--- config.mk ---
export PLATFORM = sky130hd
export DESIGN_NAME = spi_boot_master
export DESIGN_NICKNAME = d
export VERILOG_FILES = /design/src/rtl/spi_boot_pkg.sv /design/src/rtl/spi_boot_clkgen.sv /design/src/rtl/spi_boot_master.sv
export SDC_FILE = /design/constraint.sdc
export NUM_CORES = 1
export LEC_CHECK = 0
export ABC_CLOCK_PERIOD_IN_PS = 4600
export BUFFER_PORTS_ARGS = -buffer_cell sky130_fd_sc_hd__clkbuf_2
export CAP_MARGIN = 25
export CORE_AREA = 3 3 168 170
export CTS_CLUSTER_DIAMETER = 80
export CTS_CLUSTER_SIZE = 30
export DETAILED_ROUTE_END_ITERATION = 7
export DIE_AREA = 0 0 171 173
export PLACE_DENSITY = 0.45
export REMOVE_ABC_BUFFERS = 1
export SYNTH_ARGS = -nofsm -noshare
export SYNTH_HDL_FRONTEND = slang
export SYNTH_SLANG_ARGS = --single-unit
export TNS_END_PERCENT = 30
--- constraint.sdc ---
create_clock -name clk -period 4.6 [get_ports clk]
set_clock_uncertainty 0.05 [all_clocks]
set_input_delay 0.23 -clock clk [delete_from_list [all_inputs] [get_ports clk]]
set_output_delay 0.23 -clock clk [all_outputs]
set_load 0.02 [all_outputs]
--- src/rtl/spi_boot_pkg.sv ---
// Shared definitions for the SPI boot master.
// Holds the frame FSM state encoding, the field widths of a frame, and the
// default command bytes understood by the SoC SPI slave port.
package spi_boot_pkg;

    typedef enum logic [2:0] {
        ST_IDLE,
        ST_SETUP,
        ST_CMD,
        ST_ADDR,
        ST_DUMMY,
        ST_DATA,
        ST_HOLD
    } state_e;

    localparam int CMD_W   = 8;
    localparam int ADDR_W  = 32;
    localparam int DATA_W  = 32;
    localparam int FRAME_W = CMD_W + ADDR_W + DATA_W;

    localparam logic [CMD_W-1:0] DEF_WR_CMD = 8'h02;
    localparam logic [CMD_W-1:0] DEF_RD_CMD = 8'h0B;

endpackage

--- src/rtl/spi_boot_clkgen.sv ---
// SCLK generator for the SPI boot master.
// A half-period counter runs while i_en is high; every CLK_DIV cycles it
// emits o_tick. When i_gate is also high the tick toggles SCLK, and the
// tick that is about to raise / lower SCLK is flagged on o_rise / o_fall.
// With i_gate low the counter still measures half-periods (used for the
// chip-select setup and hold phases) while SCLK stays put.
// Ports:
//   clk, rst   system clock, asynchronous active-high reset
//   i_en       run the half-period counter; low forces SCLK low
//   i_gate     allow SCLK to toggle on ticks
//   o_sclk     registered SPI clock
//   o_tick     last cycle of a half-period
//   o_rise     SCLK goes high on the next clk edge
//   o_fall     SCLK goes low on the next clk edge
module spi_boot_clkgen #(
    parameter int CLK_DIV = 4
) (
    input  logic clk,
    input  logic rst,
    input  logic i_en,
    input  logic i_gate,
    output logic o_sclk,
    output logic o_tick,
    output logic o_rise,
    output logic o_fall
);

    localparam int CNT_W = (CLK_DIV > 1) ? $clog2(CLK_DIV) : 1;
    localparam logic [CNT_W-1:0] CNT_LAST = CNT_W'(CLK_DIV - 1);

    logic [CNT_W-1:0] r_cnt;
    logic             r_sclk;
    logic             w_tick;

    assign w_tick = i_en && (r_cnt == CNT_LAST);

    always_ff @(posedge clk or posedge rst) begin
        if (rst) begin
            r_cnt  <= '0;
            r_sclk <= 1'b0;
        end else if (!i_en) begin
            r_cnt  <= '0;
            r_sclk <= 1'b0;
        end else if (w_tick) begin
            r_cnt <= '0;
            if (i_gate) begin
                r_sclk <= ~r_sclk;
            end
        end else begin
            r_cnt <= r_cnt + 1'b1;
        end
    end

    assign o_sclk = r_sclk;
    assign o_tick = w_tick;
    assign o_rise = w_tick && i_gate && !r_sclk;
    assign o_fall = w_tick && i_gate && r_sclk;

endmodule

--- src/rtl/spi_boot_master.sv ---
// Single-lane SPI initiator (mode 0) for loading and debugging the SoC
// through its SPI slave port. A 32-bit read/write request accepted on the
// valid/ready interface becomes one chip-select frame:
//   write: cmd(8) addr(32) wdata(32)
//   read : cmd(8) addr(32) DUMMY_CYCLES zeros, then 32 bits sampled on MISO
// Completion is reported by a one-cycle rsp_valid pulse in the cycle CSn
// returns high; rsp_rdata holds the read data (0 after a write).
// Ports:
//   clk, rst                     system clock, asynchronous active-high reset
//   req_valid/req_ready          request handshake (ready = idle)
//   req_we, req_addr, req_wdata  request contents, sampled at acceptance
//   rsp_valid, rsp_rdata         completion pulse and read data
//   spi_sclk_o, spi_csn_o        SPI clock and active-low chip select
//   spi_mosi_o, spi_miso_i       SPI data out / in
module spi_boot_master
    import spi_boot_pkg::*;
#(
    parameter int         CLK_DIV      = 4,
    parameter int         DUMMY_CYCLES = 32,
    parameter logic [7:0] WR_CMD       = DEF_WR_CMD,
    parameter logic [7:0] RD_CMD       = DEF_RD_CMD
) (
    input  logic        clk,
    input  logic        rst,
    input  logic        req_valid,
    output logic        req_ready,
    input  logic        req_we,
    input  logic [31:0] req_addr,
    input  logic [31:0] req_wdata,
    output logic        rsp_valid,
    output logic [31:0] rsp_rdata,
    output logic        spi_sclk_o,
    output logic        spi_csn_o,
    output logic        spi_mosi_o,
    input  logic        spi_miso_i
);

    localparam int MAX_FIELD  = (DUMMY_CYCLES > ADDR_W) ? DUMMY_CYCLES : ADDR_W;
    localparam int BIT_CNT_W  = $clog2(MAX_FIELD);
    localparam int DUMMY_LAST = (DUMMY_CYCLES > 0) ? DUMMY_CYCLES - 1 : 0;

    state_e                 r_state;
    state_e                 w_state_next;
    logic                   r_csn;
    logic                   r_we;
    logic [FRAME_W-1:0]     r_shift;
    logic [DATA_W-1:0]      r_rx;
    logic                   r_rsp_valid;
    logic [DATA_W-1:0]      r_rsp_rdata;
    logic [BIT_CNT_W-1:0]   r_bit_cnt;

    logic w_accept;
    logic w_clk_en;
    logic w_clk_gate;
    logic w_sclk;
    logic w_tick;
    logic w_rise;
    logic w_fall;
    logic w_field_end;

    assign w_accept    = (r_state == ST_IDLE) && req_valid;
    // Kept out of the FSM process: the clkgen strobes depend on these, and
    // the FSM depends on the strobes.
    assign w_clk_en    = (r_state != ST_IDLE);
    assign w_clk_gate  = (r_state == ST_CMD) || (r_state == ST_ADDR) ||
                         (r_state == ST_DUMMY) || (r_state == ST_DATA);
    // A field ends on the falling SCLK edge that closes its last bit.
    assign w_field_end = w_fall && (r_bit_cnt == '0);

    spi_boot_clkgen #(
        .CLK_DIV (CLK_DIV)
    ) u_clkgen (
        .clk    (clk),
        .rst    (rst),
        .i_en   (w_clk_en),
        .i_gate (w_clk_gate),
        .o_sclk (w_sclk),
        .o_tick (w_tick),
        .o_rise (w_rise),
        .o_fall (w_fall)
    );

    // CSn is registered from the next state so it cannot glitch while the
    // state encoding changes.
    always_ff @(posedge clk or posedge rst) begin
        if (rst) begin
            r_state <= ST_IDLE;
            r_csn   <= 1'b1;
        end else begin
            r_state <= w_state_next;
            r_csn   <= (w_state_next == ST_IDLE);
        end
    end

    always_comb begin
        w_state_next = r_state;
        case (r_state)
            ST_IDLE:  if (w_accept)    w_state_next = ST_SETUP;
            ST_SETUP: if (w_tick)      w_state_next = ST_CMD;
            ST_CMD:   if (w_field_end) w_state_next = ST_ADDR;
            ST_ADDR: begin
                if (w_field_end) begin
                    w_state_next = (!r_we && DUMMY_CYCLES > 0) ? ST_DUMMY : ST_DATA;
                end
            end
            ST_DUMMY: if (w_field_end) w_state_next = ST_DATA;
            ST_DATA:  if (w_field_end) w_state_next = ST_HOLD;
            ST_HOLD:  if (w_tick)      w_state_next = ST_IDLE;
            default:  w_state_next = ST_IDLE;
        endcase
    end

    // Bit counter: holds (bits remaining - 1) in the current field.
    always_ff @(posedge clk or posedge rst) begin
        if (rst) begin
            r_bit_cnt <= '0;
        end else if (w_state_next != r_state) begin
            case (w_state_next)
                ST_CMD:   r_bit_cnt <= BIT_CNT_W'(CMD_W - 1);
                ST_ADDR:  r_bit_cnt <= BIT_CNT_W'(ADDR_W - 1);
                ST_DUMMY: r_bit_cnt <= BIT_CNT_W'(DUMMY_LAST);
                ST_DATA:  r_bit_cnt <= BIT_CNT_W'(DATA_W - 1);
                default:  r_bit_cnt <= '0;
            endcase
        end else if (w_fall) begin
            r_bit_cnt <= r_bit_cnt - 1'b1;
        end
    end

    // Reads load zeros behind the address, so shifting out after the prefix
    // naturally yields MOSI = 0 during the dummy and data phases.
    always_ff @(posedge clk or posedge rst) begin
        if (rst) begin
            r_we        <= 1'b0;
            r_shift     <= '0;
            r_rx        <= '0;
            r_rsp_valid <= 1'b0;
            r_rsp_rdata <= '0;
        end else begin
            r_rsp_valid <= 1'b0;
            if (w_accept) begin
                r_we    <= req_we;
                r_shift <= {(req_we ? WR_CMD : RD_CMD), req_addr,
                            (req_we ? req_wdata : {DATA_W{1'b0}})};
            end else if (w_fall) begin
                r_shift <= {r_shift[FRAME_W-2:0], 1'b0};
            end
            if (w_rise && (r_state == ST_DATA) && !r_we) begin
                r_rx <= {r_rx[DATA_W-2:0], spi_miso_i};
            end
            if ((r_state == ST_HOLD) && w_tick) begin
                r_rsp_valid <= 1'b1;
                r_rsp_rdata <= r_we ? {DATA_W{1'b0}} : r_rx;
            end
        end
    end

    assign req_ready  = r_csn;
    assign rsp_valid  = r_rsp_valid;
    assign rsp_rdata  = r_rsp_rdata;
    assign spi_sclk_o = w_sclk;
    assign spi_csn_o  = r_csn;
    assign spi_mosi_o = r_shift[FRAME_W-1];

endmodule

==> results.tsv <==
metric	value	unit
status	finished, final reports clean	
Placed Area	0.00748	mm^2
final hold vios	0	
CP arrival	3.00	ns
most frequent cells after synthesis	nand2_1, dfrtp_1, a31oi_1	
setup TNS	0	ns
Synth Flop Type	dfrtp_1	
nets@finish	862	
syn avg cell area	9.62	um^2
worst skew pair latency	0.42	ns
Worst R2R Path Depth	5	
vias in the first global route	4999	
post-synth top area cell	dfrtp_1	
largest net degree at the start of global routing	97	
leakage power	3.91	nW
Die H	173	um
Yosys reg bits	150	
Worst Setup EP	r_shift[30]	
CP max stage cell	nand2_4	
beginning of the critical path	r_state[2]	
RR Startpoint	r_state[2]	
vias per inst	4.46	
async set-reset flop share out of synthesis	100	%
Worst EP required	4.83	ns
Area Overhead vs Synth	24.4	%
Initial DRC Count	236	
sequential fraction of the synthesis area	56.4	%
Clk pin slew, worst setup/hold paths	0.07	ns
Worst setup EP type	flip-flop	
vias	5103	
io pins	106	
Antenna Nets Post-Route	0	
drt drc	0	
Pwr Density	338	mW/mm^2
setup violators final	0	
diodes inserted	0	
total power draw	0.00280	W
Worst Setup Path Type	flip-flop to flip-flop	
WL/cell	13.7	um
global-route wire length before repair	26200	um
critical path fanouts, max	96	
Syn Std Cell Area	0.00666	mm^2
Fmax	361	MHz
CTS tree	built	
placed instance count	1092	
antenna violations before repair	0	
Slew Limit Fails	0	
TritonCTS Buffers	17	
minimum clock period	2.77	ns
Setup Fix Bufs, Post-CTS	0	
Final HPWL DP	9510	um
Worst Hold Path Cells	3	
Synth cell types	51	
# resized after CTS	0	
grt ovf	0	
RSZ-0062 raised after global routing	no	
Reg-to-Reg End	r_shift[30]	
part of the cycle the worst path needs	60.2	%
crit path launch type	flip-flop	
width of the die	171	um
warnings from Yosys	0	
Synth Instances	692	
total core area	0.0269	mm^2
GRT Total Usage	10.9	%
R2R Setup Slk	1.83	ns
# Max-Cap Violations	0	
placer congestion estimate	0.753	
Final Non-Filler Cells	1144	
crit-path max cell delay	0.64	ns
Pre-antenna DRT Iters	5	
clock root cell	clkbuf_16	
clock sinks	150	
overall die area	0.0296	mm^2
dpl ws	1.72	ns
Worst-Margin Slew	0.962	ns
# rows	60	
# H-tree levels	4	
VDD IR max	0.168	mV
setup ws final	1.83	ns
worst path cell trace	nor3_1, nand2_4, buf_4, a21oi_1, a31oi_1	
final WL	15600	um
share of cells above drive strength 1	20.2	%
IO buf count	105	
Final Cell Area	0.00828	mm^2
Rel. slew slack	35.9	%
Tightest Hold Check Type	input port to flip-flop	
Post-synth EDFFs	0	
top-count cell post-synth	nand2_1	
ranking of synthesized cells by area	dfrtp_1, nand2_1, a31oi_1	
post-synth top area share	56.0	%
Clock Tree Buf Depth	2	
starting density of the core	24.8	%
-- critical path, delay by kind of cell (launching register included) --
family          cells  cell delay [ns]
compound gates      2             0.22
simple gates        2             1.26
flops               1             0.56
buf+inv             1             0.49
-- worst min-delay path by stage --
stage / startpoint / end
finish: req_addr[11] / r_shift[43]
global route: req_addr[26] / r_shift[58]
CTS: spi_miso_i / r_rx[0]
detailed placement: rst / r_rx[29]
global placement: rst / r_rx[27]
floorplan: req_we / r_shift[0]
-- report_power, final --
part           leakage [nW]  internal, W  switching, W
registers              1.73      0.00132   0.000000299
clock network         0.286     0.000773      0.000631
logic                  1.90    0.0000331     0.0000465
total                  3.91      0.00212      0.000677
-- what timing repair did --
action / in CTS / in global routing
setup endpoints to repair: 0 / 0
hold endpoints to repair: 91 / 1
hold buffers: 18 / 1
-- metal layers --
metal | GRT usage, % | share of wire (%) | wire length (um) | vias to the layer above
met2 | 16.2 | 44 | 6810 | 120
li1 | - | - | - | 2558
met3 | 3.04 | 5.4 | 842 | 12
met4 | 2.82 | 0.98 | 153 | 0
met1 | 15.5 | 50 | 7840 | 2413
met5 | 0 | 0 | 0 | -
-- flip-flops by register name, indices dropped and copies added, names as in the netlist --
signal           cells
r_we                 1
r_rx                32
rsp_rdata           32
r_shift             72
u_clkgen.o_sclk      1
rsp_valid            1
r_state              3
req_ready            1
r_bit_cnt            5
u_clkgen.r_cnt       2
-- final cells by class --
type	count	area [um^2]
Timing Repair Buffer	134	823
Clock buffer	17	425
Clock inverter	15	161
Sequential cell	150	3750
Multi-Input combinational cell	482	2670
Fill cell	2866	18600
Inverter	5	23.8
Tap cell	341	427
-- cell families after synthesis --
group           after synthesis  synth area share, %
simple gates                285                 18.9
compound gates              153                 13.6
flops                       150                 56.4
buf+inv                      60                 3.74
mux                          37                 6.20
xor+xnor                      4                0.527
fa+ha+maj                     3                0.564
-- through the flow --
step / utilization, % / hold slack, ns
global placement: 27.7 / 0.362
finish: 30.8 / 0.0254
CTS: 30.7 / 0.000307
global route: 30.8 / 0.0208
detailed placement: 27.8 / 0.356
floorplan: - / 0.308
-- cells in the final DEF (no fill, tap or decap), types with 3 or more instances in the layout --
master           n
and3_1           3
mux2i_1          3
nor2_1          42
ha_1             3
a21oi_1         41
dlygate4sd3_1   19
mux2_1          32
nand3_1          4
buf_4            8
nand2_1        179
inv_8            6
xnor2_1          3
a31oi_1         65
inv_6            4
clkbuf_2       105
inv_1            3
o21ai_1         34
clkbuf_16       17
nor3_1           4
nand2b_1        32
dfrtp_1        149
No activity file was read; power rests on OpenSTA's default activity.
